`src/rtl/neuron_pkg.sv`:
```
// Shared definitions for the neuron bank: loader FSM states and
// configuration-word sizing helpers used by both loader and neuron.
package neuron_pkg;

    typedef enum logic [1:0] {IDLE, ARM, SHIFT, FIN} state_e;

    localparam int DEF_MEMORY = 8;
    localparam int CFG_WORD_W = 2 * DEF_MEMORY;

    function automatic int cfg_word_w(input int memory);
        return 2 * memory;
    endfunction

    function automatic int cnt_w(input int memory);
        return (2 * memory > 1) ? $clog2(2 * memory) : 1;
    endfunction

endpackage

```
`src/rtl/cfg_serializer.sv`:
```
// Parallel-load, MSB-first PISO for one configuration word, with a bit
// counter that flags the final serial bit.
module cfg_serializer #(
    parameter int WIDTH = 16,
    parameter int CNT_W = 4
) (
    input  logic             CLK,
    input  logic             RST,
    input  logic             load,
    input  logic             shift_en,
    input  logic [WIDTH-1:0] din,
    output logic             sout,
    output logic             last
);

    // Extra guard bit above the word keeps sout low until the first shift,
    // so sout can drive the neurons directly as a registered signal.
    logic [WIDTH:0]   sr;
    logic [CNT_W-1:0] cnt;

    always_ff @(posedge CLK) begin
        if (RST) begin
            sr  <= '0;
            cnt <= '0;
        end else if (load) begin
            sr  <= {1'b0, din};
            // Preset to -1: the priming shift in ARM wraps it to 0, so the
            // count equals the SHIFT-cycle index afterwards.
            cnt <= '1;
        end else if (shift_en) begin
            sr  <= {sr[WIDTH-1:0], 1'b0};
            cnt <= cnt + CNT_W'(1);
        end
    end

    assign sout = sr[WIDTH];
    assign last = (cnt == CNT_W'(WIDTH - 1));

endmodule

```
`src/rtl/neuron_cfg_loader.sv`:
```
// Serial configuration master: resets the addressed neuron(s), then streams
// {MATCH, OUT} MSB-first on the shared CONTROL line.
module neuron_cfg_loader
    import neuron_pkg::*;
#(
    parameter int MEMORY      = 8,
    parameter int NUM_NEURONS = 4,
    parameter int ADDR_W      = (NUM_NEURONS > 1) ? $clog2(NUM_NEURONS) : 1
) (
    input  logic                   CLK,
    input  logic                   RST,
    input  logic                   CFG_VALID,
    output logic                   CFG_READY,
    input  logic [ADDR_W-1:0]      CFG_ADDR,
    input  logic                   CFG_BCAST,
    input  logic [MEMORY-1:0]      CFG_MATCH,
    input  logic [MEMORY-1:0]      CFG_OUT,
    output logic [NUM_NEURONS-1:0] NEURON_RST,
    output logic                   NEURON_CONTROL,
    output logic [NUM_NEURONS-1:0] LOADED,
    output logic                   DONE,
    output logic                   ERR
);

    localparam int WORD_W = cfg_word_w(MEMORY);
    localparam int CNT_W  = cnt_w(MEMORY);

    state_e                 state, state_nx;
    logic [NUM_NEURONS-1:0] mask_q;
    logic                   accept, shift_en, last;

    // An out-of-range address decodes to an empty mask.
    function automatic logic [NUM_NEURONS-1:0] sel_mask(input logic [ADDR_W-1:0] a,
                                                        input logic b);
        logic [NUM_NEURONS-1:0] m;
        m = '0;
        for (int i = 0; i < NUM_NEURONS; i++)
            m[i] = b || (int'(a) == i);
        return m;
    endfunction

    assign CFG_READY = (state == IDLE) && !RST;
    assign accept    = CFG_READY && CFG_VALID;
    assign shift_en  = (state == ARM) || (state == SHIFT);

    always_ff @(posedge CLK) begin
        if (RST) state <= IDLE;
        else     state <= state_nx;
    end

    always_comb begin
        state_nx = state;
        case (state)
            IDLE:    if (accept) state_nx = ARM;
            ARM:     state_nx = SHIFT;
            SHIFT:   if (last) state_nx = FIN;
            FIN:     state_nx = IDLE;
            default: state_nx = IDLE;
        endcase
    end

    // NEURON_RST is loaded at the accept edge so the pulse lands in ARM.
    always_ff @(posedge CLK) begin
        if (RST) begin
            NEURON_RST <= '1;
            LOADED     <= '0;
            mask_q     <= '0;
        end else begin
            NEURON_RST <= accept ? sel_mask(CFG_ADDR, CFG_BCAST) : '0;
            if (accept)
                mask_q <= sel_mask(CFG_ADDR, CFG_BCAST);
            if (state == FIN)
                LOADED <= LOADED | mask_q;
        end
    end

    assign DONE = (state == FIN) && !RST;
    assign ERR  = DONE && (mask_q == '0);

    cfg_serializer #(
        .WIDTH (WORD_W),
        .CNT_W (CNT_W)
    ) u_ser (
        .CLK      (CLK),
        .RST      (RST),
        .load     (accept),
        .shift_en (shift_en),
        .din      ({CFG_MATCH, CFG_OUT}),
        .sout     (NEURON_CONTROL),
        .last     (last)
    );

endmodule

```
`config.mk`:
```
export PLATFORM = sky130hd
export DESIGN_NAME = neuron_cfg_loader
export DESIGN_NICKNAME = d
export VERILOG_FILES = /design/src/rtl/neuron_pkg.sv /design/src/rtl/cfg_serializer.sv /design/src/rtl/neuron_cfg_loader.sv
export SDC_FILE = /design/constraint.sdc
export NUM_CORES = 1
export LEC_CHECK = 0
export ABC_AREA = 1
export BUFFER_PORTS_ARGS = -buffer_cell sky130_fd_sc_hd__clkbuf_2
export CORE_UTILIZATION = 48
export CTS_CLUSTER_SIZE = 25
export DETAILED_ROUTE_END_ITERATION = 8
export PLACE_DENSITY = 0.82
export SLEW_MARGIN = 20
export SYNTH_ARGS = -nofsm -noshare
export SYNTH_HDL_FRONTEND = slang
export SYNTH_SLANG_ARGS = --single-unit
```
`constraint.sdc`:
```
create_clock -name CLK -period 1.5 [get_ports CLK]
set_clock_uncertainty 0.2 [all_clocks]
set_input_delay 0.3 -clock CLK [delete_from_list [all_inputs] [get_ports CLK]]
set_output_delay 0.3 -clock CLK [all_outputs]
set_load 0.03 [all_outputs]
```
==> impl_metrics.toml <==
[routing]
wl_mm = 3.69
via_per_inst = 4.82
vias = 1624
antenna_left = 0
wl_per_cell_um = 11.0
drc = 0
drtPass1Iterations = 4
drt_iter0_drc = 62

[floorplanning]
die_width_um = 59.1
initial_utilization = 0.509
core_um2 = 3080
die_h_um = 59.1
rows = 20
io_pins = 34
die-area_um2 = 3500

[placement]
pre_cts_ws_ns = -0.0337
dp_hpwl_mm = 2.18
portBuffers = 33
gp_congestion = 0.779

[pwr]
switchingPower_uw = 1470
pwr-share-clk = 0.135
p_int_uw = 2160
p_per_area_nw_per_um2 = 1610
seqPwrFrac = 0.365
p_leak_uw = 0.00112
switching_share = 0.404
power_frac_comb = 0.500
vdd_drop_max_mv = 1.38

[critical_path]
path_cells = "buf_4 -> inv_4 -> ha_4 -> inv_2 -> nor2_4 -> buf_8"
slowest_delay_ns = 0.37
end_kind = "primary output"
required_ns = 1.00
crit_path_start = "state[0]"
critPathArrivalTime_ns = 1.32
critPathKind = "reg2out"
path_delay_family = "flip-flops"
cp-start-kind = "flip-flop"
critPathMaxFanout = 3
crit_path_top_delay_cell = "dfxtp_4"
reg2reg_from = "state[0]"
crit_buf_inv = 4

[timing]
post-route-min-period_ns = 1.82
finalMaxSlewViolations = 0
hold_viol = 0
post-route-period-util = 1.22
worst_slack_ns = -0.325
whs_ns = 0.0513
grt_setup_unrepaired = "true"
tightest_slew_ns = 0.189
setup_viol = 26
maxSlewHeadroom = 0.874
fmax_mhz = 548

[global_routing]
grtUsageTotal = 0.209
antenna_found_initial = 0
grt_max_degree = 20
grt_overflow_total = 0
grt_pass1_wl_mm = 5.49
grt_pass1_vias = 1394

[cts]
cts-htree-levels = 2
clk_path_buf_depth = 2
numCtsBuffers = 5
cts.sinks = 35
path_clk_slew_ns = 0.11
insertion_delay_ns = 0.34
cts_tree = "built"
clockRootBuffer = "clkbuf_4"

[layout]
fin_nets = 319
mostFrequentLayoutCells = "nand2_1 (67), nor2_1 (38), dfxtp_1 (33), clkbuf_2 (30), nand3_1 (19)"
final_core_util = 0.733
drive_gt1_frac = 0.283
antenna_cells = 0
final_common_cell = "nand2_1"
area_delta_synth_final_pct = 43.9

[hold_path]
min_path_type = "in2reg"
hold_start = "CFG_MATCH[7]"

[synthesis]
synth_area_um2 = 1570
syn_area_per_cell_um2 = 6.93
ys_warn_count = 0
ys_seq_area_frac = 0.447
yosys.cell_types.count = 16
synthCells = 226
ys_ff_latch = 35
syn_nets = 253

[job]
max_cap_violations = 0

[status]
outcome = "finished with violations"
violations = "setup timing"
-- cells in the mapped netlist --
| master | number | share of area |
|---|---|---|
| dfxtp_1 | 35 | 0.45 |
| buf_6 | 3 | 0.022 |
| nand3_4 | 1 | 0.011 |
| clkbuf_1 | 1 | 0.0024 |
| inv_6 | 1 | 0.0056 |
| inv_2 | 2 | 0.0048 |
| nand3_1 | 20 | 0.064 |
| a21oi_1 | 8 | 0.026 |
| inv_1 | 17 | 0.041 |
| o21ai_0 | 14 | 0.045 |
| nand2_1 | 72 | 0.17 |
| ha_1 | 5 | 0.040 |
| nor2_1 | 40 | 0.096 |
| buf_4 | 1 | 0.0048 |
| buf_2 | 4 | 0.013 |
| nor3_1 | 2 | 0.0064 |
-- power by group through the flow --
stage	Combinational [µW]	Clock (µW)	Sequential, µW
2_1_floorplan	1040	0	1340
3_3_place_gp	1380	0	1320
3_5_place_dp	1420	0	1330
4_1_cts	1500	496	1320
5_1_grt	2000	539	1350
6_report	1810	491	1320
-- metal layers --
layer | part of all wire | GRT usage | vias up | routed length, µm
met5 | 0 | 0 | - | 0
met4 | 0.016 | 0.0612 | 0 | 60
met3 | 0.047 | 0.0655 | 7 | 175
met2 | 0.53 | 0.390 | 50 | 1940
met1 | 0.41 | 0.223 | 725 | 1520
li1 | - | - | 842 | -
-- final cells by class --
class                      instances  area [µm²]
inverter                          20        90.1
clock buffer                       7        45.0
timing repair buffer              67         529
multi-input combinational        163         822
tap                               44        55.1
sequential                        35         708
clock inverter                     1        5.00
fill                             231         823
-- path summary, 6_finish.rpt --
| kind | slack [ns] | to | cells past startpoint |
|---|---|---|---|
| worst max-delay path | -0.32 | CFG_READY | 6 |
| worst min-delay path | 0.05 | u_ser.sr[15] | 3 |
| worst max register to register | -0.14 | u_ser.sr[10] | 8 |
| worst min register to register | 0.28 | LOADED[3] | 2 |
-- logic make-up (layout without fill, tap and decap cells) --
kind of cell,after synthesis,in the layout,share of synthesized area
AO/OA/AOI/OAI,22,22,0.0703
adder cells (fa/ha/maj),5,5,0.0399
buffers and inverters,29,95,0.0927
flip-flops,35,35,0.447
AND/OR/NAND/NOR,135,136,0.350
-- per-stage QoR --
| step | std cells | TNS (ns) | instance area (µm²) | total power, µW |
|---|---|---|---|---|
| after floorplan | 226 | -0.0843 | 1630 | 2390 |
| after global placement | 306 | -0.0206 | 1900 | 2710 |
| after detailed placement | 306 | -0.0652 | 1900 | 2750 |
| after CTS | 328 | -0.825 | 2130 | 3320 |
| after global routing | 337 | -5.62 | 2250 | 3890 |
| final | 337 | -3.10 | 2250 | 3630 |
-- repair_timing --
item | in CTS | in global routing
pin swaps | 2 | 3
hold buffers | 14 | 0
buffers inserted | 0 | 6
resized for setup | 12 | 19
cloned | 0 | 3
setup endpoints to repair | 18 | 19
hold endpoints to repair | 14 | 0
-- flip-flops by register name, indices dropped and copies added (netlist names) --
signal      count
u_ser.sr       17
mask_q          4
NEURON_RST      4
u_ser.cnt       4
state           2
LOADED          4
-- worst min-delay path, delay by kind of cell --
family | cells | cell delay [ns]
simple gates | 2 | 0.16
buf+inv | 1 | 0.09
(Power assumes the default switching activity.)
